File: config.mk
export PLATFORM = sky130hd
export DESIGN_NAME = pipeline_control_unit
export DESIGN_NICKNAME = d
export VERILOG_FILES = /design/src/rtl/pipe_ctrl_pkg.sv /design/src/rtl/pipeline_control_unit_hazard.sv /design/src/rtl/pipeline_control_unit.sv
export SDC_FILE = /design/constraint.sdc
export NUM_CORES = 1
export LEC_CHECK = 0
export ABC_AREA = 1
export BUFFER_PORTS_ARGS = -buffer_cell sky130_fd_sc_hd__buf_2
export CAP_MARGIN = 30
export CORE_UTILIZATION = 48
export CTS_BUF_LIST = sky130_fd_sc_hd__clkbuf_4 sky130_fd_sc_hd__clkbuf_8 sky130_fd_sc_hd__clkbuf_16
export DETAILED_ROUTE_END_ITERATION = 10
export HOLD_SLACK_MARGIN = 0.1
export PLACE_DENSITY = 0.81
export SLEW_MARGIN = 5
export SYNTH_ARGS = -nofsm -noshare
export SYNTH_HDL_FRONTEND = slang
export SYNTH_SLANG_ARGS = --single-unit
File: constraint.sdc
create_clock -name i_clock -period 1.63 [get_ports i_clock]
set_clock_uncertainty 0.1 [all_clocks]
set_input_delay 0.163 -clock i_clock [delete_from_list [all_inputs] [get_ports i_clock]]
set_output_delay 0.163 -clock i_clock [all_outputs]
set_load 0.05 [all_outputs]
File: src/rtl/pipe_ctrl_pkg.sv
// pipe_ctrl_pkg: state encodings and default sizing for the pipeline control unit
package pipe_ctrl_pkg;
  typedef enum logic [2:0] {
    S_IDLE      = 3'd0,
    S_RUN       = 3'd1,
    S_STEP_WAIT = 3'd2,
    S_STEP_ONE  = 3'd3,
    S_DRAIN     = 3'd4,
    S_HALTED    = 3'd5
  } state_t;
  localparam int DRAIN_CYCLES_DEF = 4;
  localparam int CNT_W_DEF        = 32;
endpackage

File: src/rtl/pipeline_control_unit_hazard.sv
// hazard_detection_unit: load-use compare between the load in EX and the sources in ID
module hazard_detection_unit #(
  parameter int BUS_REG = 5
) (
  input  logic [BUS_REG-1:0] i_id_rs,
  input  logic [BUS_REG-1:0] i_id_rt,
  input  logic [BUS_REG-1:0] i_ex_rt,
  input  logic               i_ex_mem_read,
  output logic               o_stall
);
  always_comb o_stall = i_ex_mem_read && (i_ex_rt != '0) && (i_ex_rt == i_id_rs || i_ex_rt == i_id_rt);
endmodule

File: src/rtl/pipeline_control_unit.sv
// pipeline_control_unit: run/step/halt FSM sequencing PC and latch enables/flushes; PIPE_CTRL_STALL_CNT_EN adds o_stall_count
module pipeline_control_unit
  import pipe_ctrl_pkg::*;
#(
  parameter int BUS_REG      = 5,
  parameter int DRAIN_CYCLES = DRAIN_CYCLES_DEF,
  parameter int CNT_W        = CNT_W_DEF
) (
  input  logic               i_clock,
  input  logic               i_reset,
  input  logic               i_run,
  input  logic               i_mode_step,
  input  logic               i_step,
  input  logic               i_halt_instr,
  input  logic               i_branch_taken,
  input  logic [BUS_REG-1:0] i_id_rs,
  input  logic [BUS_REG-1:0] i_id_rt,
  input  logic [BUS_REG-1:0] i_ex_rt,
  input  logic               i_ex_mem_read,
  output logic               o_pc_enable,
  output logic               o_ifid_enable,
  output logic               o_idex_enable,
  output logic               o_exmem_enable,
  output logic               o_memwb_enable,
  output logic               o_ifid_flush,
  output logic               o_idex_flush,
  output logic               o_halted,
  output logic [2:0]         o_state,
  output logic [CNT_W-1:0]   o_cycle_count
`ifdef PIPE_CTRL_STALL_CNT_EN
  ,
  output logic [CNT_W-1:0]   o_stall_count
`endif
);
  localparam int DW = $clog2(DRAIN_CYCLES + 1);
  state_t           state_q, state_d;
  logic [DW-1:0]    drain_q, drain_d;
  logic [CNT_W-1:0] cyc_q, cyc_d;
  logic             hz, act, adv, stall, go;
  hazard_detection_unit #(.BUS_REG(BUS_REG)) u_hdu (
    .i_id_rs(i_id_rs),
    .i_id_rt(i_id_rt),
    .i_ex_rt(i_ex_rt),
    .i_ex_mem_read(i_ex_mem_read),
    .o_stall(hz)
  );
  always_comb begin
    act            = state_q == S_RUN || state_q == S_STEP_ONE;
    adv            = act || state_q == S_DRAIN;
    stall          = act && hz;
    go             = act && !stall;
    o_pc_enable    = go;
    o_ifid_enable  = go;
    o_idex_enable  = adv;
    o_exmem_enable = adv;
    o_memwb_enable = adv;
    o_ifid_flush   = go && !i_halt_instr && i_branch_taken;
    o_idex_flush   = stall || state_q == S_DRAIN;
    o_halted       = state_q == S_HALTED;
    o_state        = state_q;
    o_cycle_count  = cyc_q;
    cyc_d          = (adv && !(&cyc_q)) ? cyc_q + CNT_W'(1) : cyc_q;
    state_d        = state_q;
    drain_d        = drain_q;
    case (state_q)
      S_IDLE:      state_d = i_run ? (i_mode_step ? S_STEP_WAIT : S_RUN) : S_IDLE;
      S_RUN:       state_d = (go && i_halt_instr) ? S_DRAIN : S_RUN;
      S_STEP_WAIT: state_d = i_step ? S_STEP_ONE : S_STEP_WAIT;
      S_STEP_ONE:  state_d = (go && i_halt_instr) ? S_DRAIN : S_STEP_WAIT;
      S_DRAIN:     state_d = (drain_q == '0) ? S_HALTED : S_DRAIN;
      S_HALTED:    state_d = S_HALTED;
      default:     state_d = S_IDLE;
    endcase
    if (go && i_halt_instr) drain_d = DW'(DRAIN_CYCLES - 1);
    else if (state_q == S_DRAIN && drain_q != '0) drain_d = drain_q - DW'(1);
  end
  always_ff @(posedge i_clock) begin
    if (i_reset) begin
      state_q <= S_IDLE;
      drain_q <= '0;
      cyc_q   <= '0;
    end else begin
      state_q <= state_d;
      drain_q <= drain_d;
      cyc_q   <= cyc_d;
    end
  end
`ifdef PIPE_CTRL_STALL_CNT_EN
  logic [CNT_W-1:0] stc_q, stc_d;
  always_comb begin
    stc_d         = (stall && !(&stc_q)) ? stc_q + CNT_W'(1) : stc_q;
    o_stall_count = stc_q;
  end
  always_ff @(posedge i_clock) stc_q <= i_reset ? '0 : stc_d;
`endif
endmodule
-- After elaboration in Yosys (flattened, before gate mapping)
Index checks and enable logic that the tools add are counted.
- register bits: 38
- input bits: 23
- output and inout bits: 43
- word-level logic and storage cells: 45
- add/sub/neg operators: 2
- equality and inequality tests: 7
- muxes and demuxes: 9
- reductions and logical operators: 23
- operators by type and width (cell ; count):
    $add 32x1->32 const B ; 1
    $reduce_and 32->1 ; 1
    $pmux 3 s6 ; 1
    $eq 5x5->1 ; 2
    $logic_and 1x1->1 ; 9
    $mux 2 ; 4
    $eq 3x2->1 const B ; 2
    $eq 3x3->1 const B ; 2
    $logic_not 3->1 ; 2
    $mux 3 ; 2
    $reduce_bool 5->1 ; 1
    $logic_or 1x1->1 ; 4
    $eq 3x1->1 const B ; 1
    $logic_not 1->1 ; 3
    $reduce_bool 3->1 ; 1
    $sub 3x1->3 const B ; 1
    $mux 1 ; 2
    $reduce_bool 2->1 ; 1
    $reduce_or 2->1 ; 1

-- Longest topological paths before layout
Gate-level depths: netlist of run 1.
- depth in word-level cells: 9
- gate-level depth with buffers: 11
- depth with buffers taken out: 11

-- Hierarchy
Synthesis of run 1 repeated with hierarchy kept, for this count alone.
- cell total of the unflattened synthesis: 436
- area, all modules: 2667.6 um2
- by module, submodules not included (module ; times used ; cells each ; area an instance (um2) ; sequential area each (um2)):
    pipeline_control_unit ; 1 ; 391 ; 2472.4 ; 760.7
    hazard_detection_unit ; 1 ; 45 ; 195.2 ; 0.0

-- Worst setup path after synthesis of run 1
No wires, ideal clock.
- path kind: register to output
- start: register state_q[0], in the netlist o_state[0]
- end: output o_idex_flush
- arrival: 2.176 ns
- data required time: 1.367 ns
- slack: -0.809 ns
- stages on the path, launching flop included: 5
- path buffers: 0
- path through: dfxtp_1 -> inv_1 -> nor2_1 -> inv_1 -> o21ai_0
- word-level cells in the longest chain between the ends: 4
- elaborated cells on any way between the ends: 6
- classes of those cells: eq/ne (3); reduce/logical (3)
- RTL lines (what ; line ; source):
    from (decl) ; pipeline_control_unit.sv:36 ; state_t state_q, state_d;
    from (signal assigned) ; pipeline_control_unit.sv:83 ; state_q <= state_d;
    $eq 3x1->1 / $eq 3x2->1 (equally long branches) ; pipeline_control_unit.sv:48 ; act = state_q == S_RUN || state_q == S_STEP_ONE;
    $logic_or 1x1->1 ; pipeline_control_unit.sv:48 ;
    $logic_and 1x1->1 ; pipeline_control_unit.sv:50 ; stall = act && hz;
    $logic_or 1x1->1 (*) ; pipeline_control_unit.sv:58 ; o_idex_flush = stall || state_q == S_DRAIN;
    to (decl) ; pipeline_control_unit.sv:26 ; output logic o_idex_flush,
Mark *: on every way between the ends. The rest lies on a longest branch, timed or not.

-- Worst setup path after layout of run 1
- start: register cyc_q[28], in the netlist o_cycle_count[28]
- end: register cyc_q[26], in the netlist o_cycle_count[26]
- word-level cells in the longest chain between the ends: 3
- RTL lines (what ; line ; source):
    from (decl) ; pipeline_control_unit.sv:38 ; logic [CNT_W-1:0] cyc_q, cyc_d;
    from (signal assigned) ; pipeline_control_unit.sv:85 ; cyc_q <= cyc_d;
    $reduce_and 32->1 ; pipeline_control_unit.sv:62 ; cyc_d = (adv && !(&cyc_q)) ? cyc_q + CNT_W'(1) : cyc_q;
    $logic_not 1->1 ; pipeline_control_unit.sv:62 ;
    $logic_and 1x1->1 ; pipeline_control_unit.sv:62 ;
Every way passes these cells.
A chain may end at the register's enable or synchronous reset.

==> results of run 1 <==
## layout by cell type, fill, tap and decap left out, types with 11 or more instances in the layout
cell and n:
a21oi_1 18, a21oi_2 21, buf_2 60, buf_4 36, dfxtp_2 15, dfxtp_4 20
inv_1 33, nand2_1 138, nand2_2 27, nand3_1 11, nor2_1 41, nor2_2 13
xor2_1 13
## synth_stat cells (4+ instances only)
library cell / n
nor3_1: 9
nor2_1: 55
o21ai_0: 7
buf_4: 5
xor2_1: 13
xnor2_1: 6
a21oi_1: 38
nand4_1: 4
nand3_1: 11
nand2_1: 170
inv_1: 39
dfxtp_1: 38
buf_6: 4
## worst max-delay path: stages (launching register included)
cell and delay, ns:
dfxtp_4 0.38, inv_1 0.07, nor3_2 0.25, nand2_2 0.11, nor2_4 0.14, nand2_4 0.07
nand2_8 0.16, clkbuf_16 0.19, nand2_2 0.06, a21oi_2 0.14
## final timing paths
kind                                  startpoint  slack, ns  depth (start not counted)                             end
setup reg to reg  o_cycle_count[28]$_SDFFE_PP0P_      -0.12                          9  o_cycle_count[26]$_SDFFE_PP0P_
setup / recovery  o_cycle_count[28]$_SDFFE_PP0P_      -0.12                          9  o_cycle_count[26]$_SDFFE_PP0P_
hold reg to reg   o_cycle_count[31]$_SDFFE_PP0P_       0.38                          2  o_cycle_count[31]$_SDFFE_PP0P_
hold / removal                             i_run       0.14                          3           o_state[1]$_SDFF_PP0_
## metal layers
layer,part of all wire [%],wire length (µm)
met1,42,3358
met2,51,4090
met3,5.7,458
met4,1.9,156
met5,0,0
## sequential cells by signal, summed over array words and instances (netlist names)
signal         count
drain_q            3
o_cycle_count     32
o_state            3
## where the power goes
| group | switching, mW | internal, mW | total (mW) | leakage, nW |
|---|---|---|---|---|
| sequential | 0.0343 | 0.937 | 0.971 | 0.330 |
| combinational | 0.587 | 0.378 | 0.965 | 1.36 |
| clock | 0.328 | 0.311 | 0.639 | 0.0460 |
## final cells by class
cell class	instances	area (µm²)	share of cell area (%)
clock buffer	6	76.32	1.950
clock inverter	2	8.758	0.2237
inverter	43	177.7	4.538
multi-input combinational	340	1942	49.60
sequential	38	854.6	21.83
tap	70	87.58	2.237
timing repair buffer	107	768.2	19.62
## cells by family after synthesis
group / synth area share, %
DFF: 28.92
adders and majority gates: 1.427
xor gates and xnor gates: 6.327
buffers and inverters: 9.943
and+or+nand+nor: 43.53
AOI/OAI and AO/OA: 9.847
## per-stage QoR
stage                     instance area (µm²)    TNS, ns  util, %  cells  hold WS [ns]
after floorplan                          2754     -1.510        -    434        0.2794
after CTS                                3437  -0.003553    66.03    592        0.1242
after global routing                     3915     -3.936    75.22    606        0.1438
after detailed placement                 3282   -0.02891    63.05    582        0.3730
final                                    3915     -1.600    75.22    606        0.1365
after global placement                   3282          0    63.05    582        0.3644
## repair_timing
action	in CTS	in global routing
pin swaps	2	44
setup buffers	2	11
gates cloned	0	3
endpoints found under the setup margin	25	39
resized for setup	19	100
==> reports/qor.yml, run 1 <==
logic_synthesis:
  yosys.area.top_type: "dfxtp_1"
  synth_edf_count: 0
  ys_seq_elements: 38
  synthDistinctLibCells: 30
  async_flop_share_pct: 0
  synthTopCellsByArea: "dfxtp_1 (29%), nand2_1 (24%), nor2_1 (7.8%), a21oi_1 (7.2%), inv_1 (5.6%)"
  syn-num-nets: 460
  yosys_warnings: 0
  synth_top_area_share_pct: 28.92
  syn-cell-area_um2: 2630
  synth.avg_cell_area_um2: 6.060
  synthFlopType: "dfxtp_1"
  synth-seq-area-share_pct: 28.92
  syn_inst: 434
global_routing:
  grt_use_met2_pct: 43.91
  grt_usage_pct: 25.09
  antenna_found_initial: 0
  grt_overflow_total: 0
  grt_max_degree: 33
  grt_pass1_wl_mm: 11.90
  gr-max-usage-layer: "met2"
  grt_use_met3_pct: 5.269
  grtUsageMet1_pct: 29.79
  grt_pass1_vias: 2778
floorplanning:
  pin_count: 66
  row_count: 26
  initial_core_util_pct: 50.53
  die_x_um: 76.02
  core-area_um2: 5205
  die_y_um: 76.02
  dieArea_um2: 5779
timing:
  setup_viol: 31
  hold_violations: 0
  grt_setup_unrepaired: "true"
  finalCritPeriodShare_pct: 107.4
  tightestPinTransition_ns: 0.4726
  fin_ws_ns: -0.1214
  slew_headroom_pct: 68.50
  drv_slew: 0
  period_minus_slack_ns: 1.751
  fmax_ghz: 0.5710
drt:
  wl_per_cell_um: 13.31
  dr.pass1.iters: 5
  viasPerCell: 5.177
  drt-total-wl_mm: 8.064
  drt_iter0_drc: 205
  vias: 3137
  drc_errors: 0
  drtAntennaViolNets: 0
place:
  dp_slack_ns: -0.01042
  io_buffers: 65
  hpwl_mm: 5.290
  routabilityCongestion: 0.8972
clock_network:
  htree_num_levels: 2
  cts-root-buf: "clkbuf_8"
  numCtsBuffers: 5
  clk_latency_ns: 0.29
  clkTransAtPathRegs_ns: 0.08
  clock-sinks: 38
  cts_tree: "yes"
  clk_path_buf_depth: 2
  holdBufCountCts: 0
outcome:
  violations: "setup timing"
  status: "finished, violations left"
setup_path:
  worst_setup_path_end_kind: "register"
  required_ns: 1.75
  crit_type: "reg -> reg"
  start_kind: "register"
  critical_path.max_fanout: 7
  cp.arrival_ns: 1.87
power_and_ir_drop:
  power_density_nw_per_um2: 657.8
  report.power.total_mw: 2.575
  leakage_nw: 1.733
  peakVddDrop_mv: 0.6651
min_path:
  min_path_type: "in -> reg"
cells_and_area:
  nFillCells: 367
  area.growth.synth_to_final_pct: 48.86
  nets: 561
  insertedDiodeCount: 0
  drive_above_1_share_pct: 47.01
flow_run:
  maxCapViolCount: 0
No activity file was read; power rests on OpenSTA's default activity.
==> inputs of run 2 (changes only) <==
Settings changed: BUFFER_PORTS_ARGS -buffer_cell sky130_fd_sc_hd__buf_2 to -buffer_cell sky130_fd_sc_hd__buf_4.
==> reports/qor.yml, run 2 (synthesis gave the netlist of run 1 again) <==
drt:
  drtAntennaViolNets: 0  # unchanged
  drt_iter0_drc: 270  # +32%
  wl_per_cell_um: 14.14  # +6.3%
  vias: 3261  # +4.0%
  drt-total-wl_mm: 8.654  # +7.3%
  dr.pass1.iters: 5  # unchanged
  drc_errors: 0  # unchanged
  viasPerCell: 5.328  # +2.9%
timing:
  grt_setup_unrepaired: "true"
  setup_viol: 26  # -16%
  fin_ws_ns: -0.06063  # +0.06080 ns
  period_minus_slack_ns: 1.691  # -0.06080 ns
  fin_hold_ws_ns: 0.1472  # +0.01075 ns
  hold_violations: 0  # unchanged
  slew_headroom_pct: 70.23  # +1.7 points
  finalCritPeriodShare_pct: 103.7  # -3.7 points
  fmax_ghz: 0.5915  # +3.6%
  drv_slew: 0  # unchanged
  tightestPinTransition_ns: 0.4466  # -0.02593 ns
flow_run:
  maxCapViolCount: 0  # unchanged
global_routing:
  grt_usage_pct: 27.10  # +2.0 points
  grt_max_degree: 33  # unchanged
  grt_pass1_wl_mm: 12.79  # +7.4%
  grt_pass1_vias: 2835  # +2.1%
  grt_overflow_total: 0  # unchanged
  antenna_found_initial: 0  # unchanged
place:
  routabilityCongestion: 0.9125  # +1.7%
  dp_slack_ns: -0.03941  # -0.02900 ns
  io_buffers: 65  # unchanged
  hpwl_mm: 5.746  # +8.6%
clock_network:
  clock-sinks: 38  # unchanged
  numCtsBuffers: 5  # unchanged
  clk_path_buf_depth: 2  # unchanged
  htree_num_levels: 2  # unchanged
  clk_latency_ns: 0.29  # about the same
  cts-root-buf: "clkbuf_8"
  cts_tree: "yes"
  clkTransAtPathRegs_ns: 0.08  # about the same
floorplanning:
  die_x_um: 76.02  # unchanged
  initial_core_util_pct: 50.53  # unchanged
  pin_count: 66  # unchanged
  die_y_um: 76.02  # unchanged
  dieArea_um2: 5779  # unchanged
  core-area_um2: 5205  # unchanged
  row_count: 26  # unchanged
cells_and_area:
  final_cell_mix: "nand2_1 (141), buf_4 (101), nor2_1 (44), inv_1 (33), a21oi_1 (27)"
  nets: 567  # +1.1%
  final_common_cell: "nand2_1"
  insertedDiodeCount: 0  # unchanged
  area.growth.synth_to_final_pct: 54.19
  largest_reg_flops: 32  # unchanged
  drive_above_1_share_pct: 44.28  # -2.7 points
setup_path:
  crit_type: "reg -> reg"
  worst_setup_path_end_kind: "register"
  r2r_cells: 9  # unchanged
  r2r_setup_slack_ns: -0.06  # +0.06 ns
  required_ns: 1.75  # about the same
  critical_path.max_fanout: 7  # unchanged
  cp.arrival_ns: 1.81  # -0.06 ns
  start_kind: "register"
power_and_ir_drop:
  peakVddDrop_mv: 0.5680  # -15%
  power_density_nw_per_um2: 658.6  # +0.13%
  leakage_nw: 1.798  # +3.7%
min_path:
  min_path_type: "in -> reg"
  hold_depth: 4  # +1
outcome:
  violations: "setup timing"
  status: "finished, violations left"
[run 2: cell count changes in the layout (fill, tap and decap cells not counted), moves of 3 or more]
cell     delta
buf_2      -60
nand2_1     +3
a21oi_1     +9
nor2_2      -3
nor2_1      +3
a21oi_2     -9
buf_4      +65
[run 2: power breakdown]
part | internal [mW] | switching [mW] | leakage (nW)
logic | 0.381 | 0.619 | 1.42
registers | 0.937 | 0.0331 | 0.330
clock network | 0.358 | 0.343 | 0.0517
total | 1.68 | 0.994 | 1.80
[run 2: worst max-delay path: stages, from the launching register on]
cell and delay (ns):
dfxtp_4 0.39, nand2_4 0.07, nor3_4 0.20, nand2_2 0.10, nor2_4 0.13, nand2_4 0.08, nand2_8 0.18, clkbuf_16 0.20
nand2_1 0.05, a21oi_1 0.12
[run 2: what timing repair did]
| item | 4_1_cts | 5_1_grt |
|---|---|---|
| endpoints found under the hold margin | 1 | 0 |
| setup endpoints to repair | 17 | 37 |
| setup buffers | 6 | 6 |
| hold buffers | 1 | 0 |
| cloned | 0 | 4 |
| pin swaps | 3 | 41 |
| gates resized for setup | 17 | 78 |
[run 2: path summary, 6_finish.rpt]
kind	startpoint	end
worst max-delay path	o_cycle_count[25]$_SDFFE_PP0P_	o_cycle_count[29]$_SDFFE_PP0P_
worst min-delay path	i_reset	o_cycle_count[3]$_SDFFE_PP0P_
worst max register to register	o_cycle_count[25]$_SDFFE_PP0P_	o_cycle_count[29]$_SDFFE_PP0P_
worst min register to register	o_cycle_count[21]$_SDFFE_PP0P_	o_cycle_count[21]$_SDFFE_PP0P_
[run 2: metrics by stage]
step                       TNS, ns  utilization, %  power, mW  instances  instance area, µm²
final                      -0.7343           77.91      2.671        612                4055
after detailed placement  -0.04854           66.90      1.739        587                3482
after CTS                 -0.04698           70.84      2.505        602                3687
after global placement           0           66.90      1.727        587                3482
after floorplan             -1.510               -      1.569        434                2754
after global routing        -2.503           77.91      2.773        612                4055
[run 2: area by class of cell]
cell class,count,area (µm²)
timing repair buffer,111,929.6
clock buffer,7,90.09
timing repair inverter,1,11.26
fill,382,1150
inverter,43,191.4
tap,70,87.58
multi-input combinational,341,1886
clock inverter,1,5.005
sequential,38,854.6
[run 2: layer usage]
metal  share of wire [%]  track usage, %
met5                   0               0
met3                 7.5           4.072
met2                  49           49.00
met1                  40           32.67
met4                 3.5           9.038
==> inputs of run 3 (changes only) <==
Settings changed: CORE_ASPECT_RATIO from default to 1.4.
==> reports/qor.yml, run 3 (synthesis gave the netlist of run 1 again) <==
outcome:
  status: "finished, violations left"
  violations: "setup timing"
global_routing:
  grt_overflow_total: 0  # unchanged
  grt_pass1_vias: 2999  # +5.8%
  grt_max_degree: 33  # unchanged
  grt_pass1_wl_mm: 13.09  # +2.4%
  grt_usage_pct: 29.10  # +2.0 points
  antenna_found_initial: 0  # unchanged
clock_network:
  clk_latency_ns: 0.29  # about the same
  htree_num_levels: 2  # unchanged
  cts-root-buf: "clkbuf_8"
  cts_tree: "yes"
  holdBufCountCts: 0  # -1
  clock-sinks: 38  # unchanged
  numCtsBuffers: 5  # unchanged
  clkTransAtPathRegs_ns: 0.07  # about the same
  clk_path_buf_depth: 2  # unchanged
setup_path:
  worst_setup_path_end_kind: "register"
  r2r_cells: 9  # unchanged
  reg2reg_to: "o_cycle_count[4]$_SDFFE_PP0P_"
  r2r_setup_slack_ns: -0.05  # about the same
  start_kind: "register"
  required_ns: 1.74  # about the same
  crit_path_start: "o_cycle_count[22]$_SDFFE_PP0P_"
  r2r_start: "o_cycle_count[22]$_SDFFE_PP0P_"
  critical_path.max_fanout: 7  # unchanged
  crit_type: "reg -> reg"
  cp.arrival_ns: 1.79  # -0.02 ns
cells_and_area:
  drive_above_1_share_pct: 47.71  # +3.4 points
  fin_util_pct: 78.57  # +0.66 points
  final_cell_mix: "nand2_1 (141), buf_4 (106), nor2_1 (37), inv_1 (35), nand2_2 (27)"
  largest_reg_flops: 32  # unchanged
  design_area_um2: 4114  # +1.5%
  area.growth.synth_to_final_pct: 56.42
  final_common_cell: "nand2_1"
  nets: 570  # +0.53%
  final_cells: 611  # -0.16%
  insertedDiodeCount: 0  # unchanged
floorplanning:
  row_count: 31  # +19%
  initial_core_util_pct: 50.23  # -0.30 points
  die_x_um: 64.56  # -15%
  pin_count: 66  # unchanged
  core-area_um2: 5236  # +0.60%
  dieArea_um2: 5784  # about the same
  die_y_um: 89.59  # +18%
timing:
  fin_hold_ws_ns: 0.09650  # -0.05075 ns
  grt_setup_unrepaired: "true"
  drv_slew: 0  # unchanged
  tightestPinTransition_ns: 0.4901  # +0.04350 ns
  fin_ws_ns: -0.05135  # +0.009283 ns
  setup_viol: 29  # +12%
  slew_headroom_pct: 67.33  # -2.9 points
  period_minus_slack_ns: 1.681  # -0.009283 ns
  finalCritPeriodShare_pct: 103.2  # -0.57 points
  hold_violations: 0  # unchanged
  fmax_ghz: 0.5948  # +0.55%
drt:
  drc_errors: 0  # unchanged
  viasPerCell: 5.622  # +5.5%
  drtAntennaViolNets: 0  # unchanged
  drt-total-wl_mm: 9.732  # +12%
  dr.pass1.iters: 5  # unchanged
  drt_iter0_drc: 333  # +23%
  wl_per_cell_um: 15.93  # +13%
  vias: 3435  # +5.3%
place:
  placed_area_um2: 3452  # -0.86%
  dp_cells: 583  # -0.68%
  hpwl_mm: 5.919  # +3.0%
  io_buffers: 65  # unchanged
  routabilityCongestion: 0.9947  # +9.0%
min_path:
  hold_depth: 3  # -1
  min_path_type: "in -> reg"
  hp-start: "i_run"
  min_to: "o_state[1]$_SDFF_PP0_"
power_and_ir_drop:
  peakVddDrop_mv: 0.7629  # +34%
  leakage_nw: 1.792  # -0.31%
  power_density_nw_per_um2: 636.3  # -3.4%
flow_run:
  maxCapViolCount: 0  # unchanged
==> run 3: changes by cell type in the layout (fill, tap and decap cells not counted), sizes merged <==
cell,before,now
nand2,176,175
dlygate4sd3,1,0
clkinv,2,1
buf,108,115
clkbuf,9,8
==> run 3: worst max-delay path, stage by stage (launching register included) <==
cell	delay (ns)
dfxtp_2	0.36
nand2_1	0.15
nor3_4	0.20
nand2_2	0.12
nor2_4	0.12
nand2_4	0.07
nand2_8	0.14
buf_6	0.15
nand2_2	0.06
a21oi_2	0.13
==> run 3: routing by layer <==
metal,vias up,global-route usage (%),wire [µm]
met1,1592,29.72,3431
li1,1575,-,-
met3,63,5.177,693
met5,-,0,0
met2,205,56.65,5090
met4,0,14.14,517
==> run 3: timing repair <==
action / 4_1_cts / 5_1_grt
pin swaps: 5 / 37
endpoints found under the setup margin: 12 / 41
gates cloned: 0 / 1
gates resized for setup: 16 / 104
buffers inserted: 9 / 10
==> run 3: where the power goes <==
group | switching, mW | leakage, nW | internal [mW]
Clock | 0.334 | 0.0517 | 0.358
Sequential | 0.0335 | 0.331 | 0.933
Combinational | 0.583 | 1.41 | 0.376
Total | 0.950 | 1.79 | 1.67
==> run 3: stage by stage <==
| stage | setup slack [ns] | power [mW] | setup TNS, ns |
|---|---|---|---|
| after floorplan | -0.06142 | 1.569 | -1.510 |
| after global placement | 0.04814 | 1.701 | 0 |
| after CTS | 0.003210 | 2.510 | 0 |
| final | -0.05135 | 2.618 | -0.6547 |
| after global routing | -0.1773 | 2.730 | -4.735 |
| after detailed placement | -0.02782 | 1.721 | -0.03152 |
==> run 3: worst max path at each step <==
| stage | endpoint | slack (ns) |
|---|---|---|
| after floorplan | o_cycle_count[13]$_SDFFE_PP0P_ | -0.06 |
| after global placement | o_cycle_count[29]$_SDFFE_PP0P_ | 0.05 |
| after detailed placement | o_cycle_count[4]$_SDFFE_PP0P_ | -0.03 |
| after CTS | o_cycle_count[31]$_SDFFE_PP0P_ | 0.003 |
| after global routing | o_cycle_count[2]$_SDFFE_PP0P_ | -0.18 |
| final | o_cycle_count[4]$_SDFFE_PP0P_ | -0.05 |
==> run 3: area by class of cell <==
type | instances | area (µm²)
Multi-Input combinational cell | 340 | 1956
Sequential cell | 38 | 859.6
Clock buffer | 7 | 90.09
Inverter | 43 | 180.2
Clock inverter | 1 | 5.005
Timing Repair Buffer | 116 | 940.9
Tap cell | 66 | 82.58
Fill cell | 359 | 1122
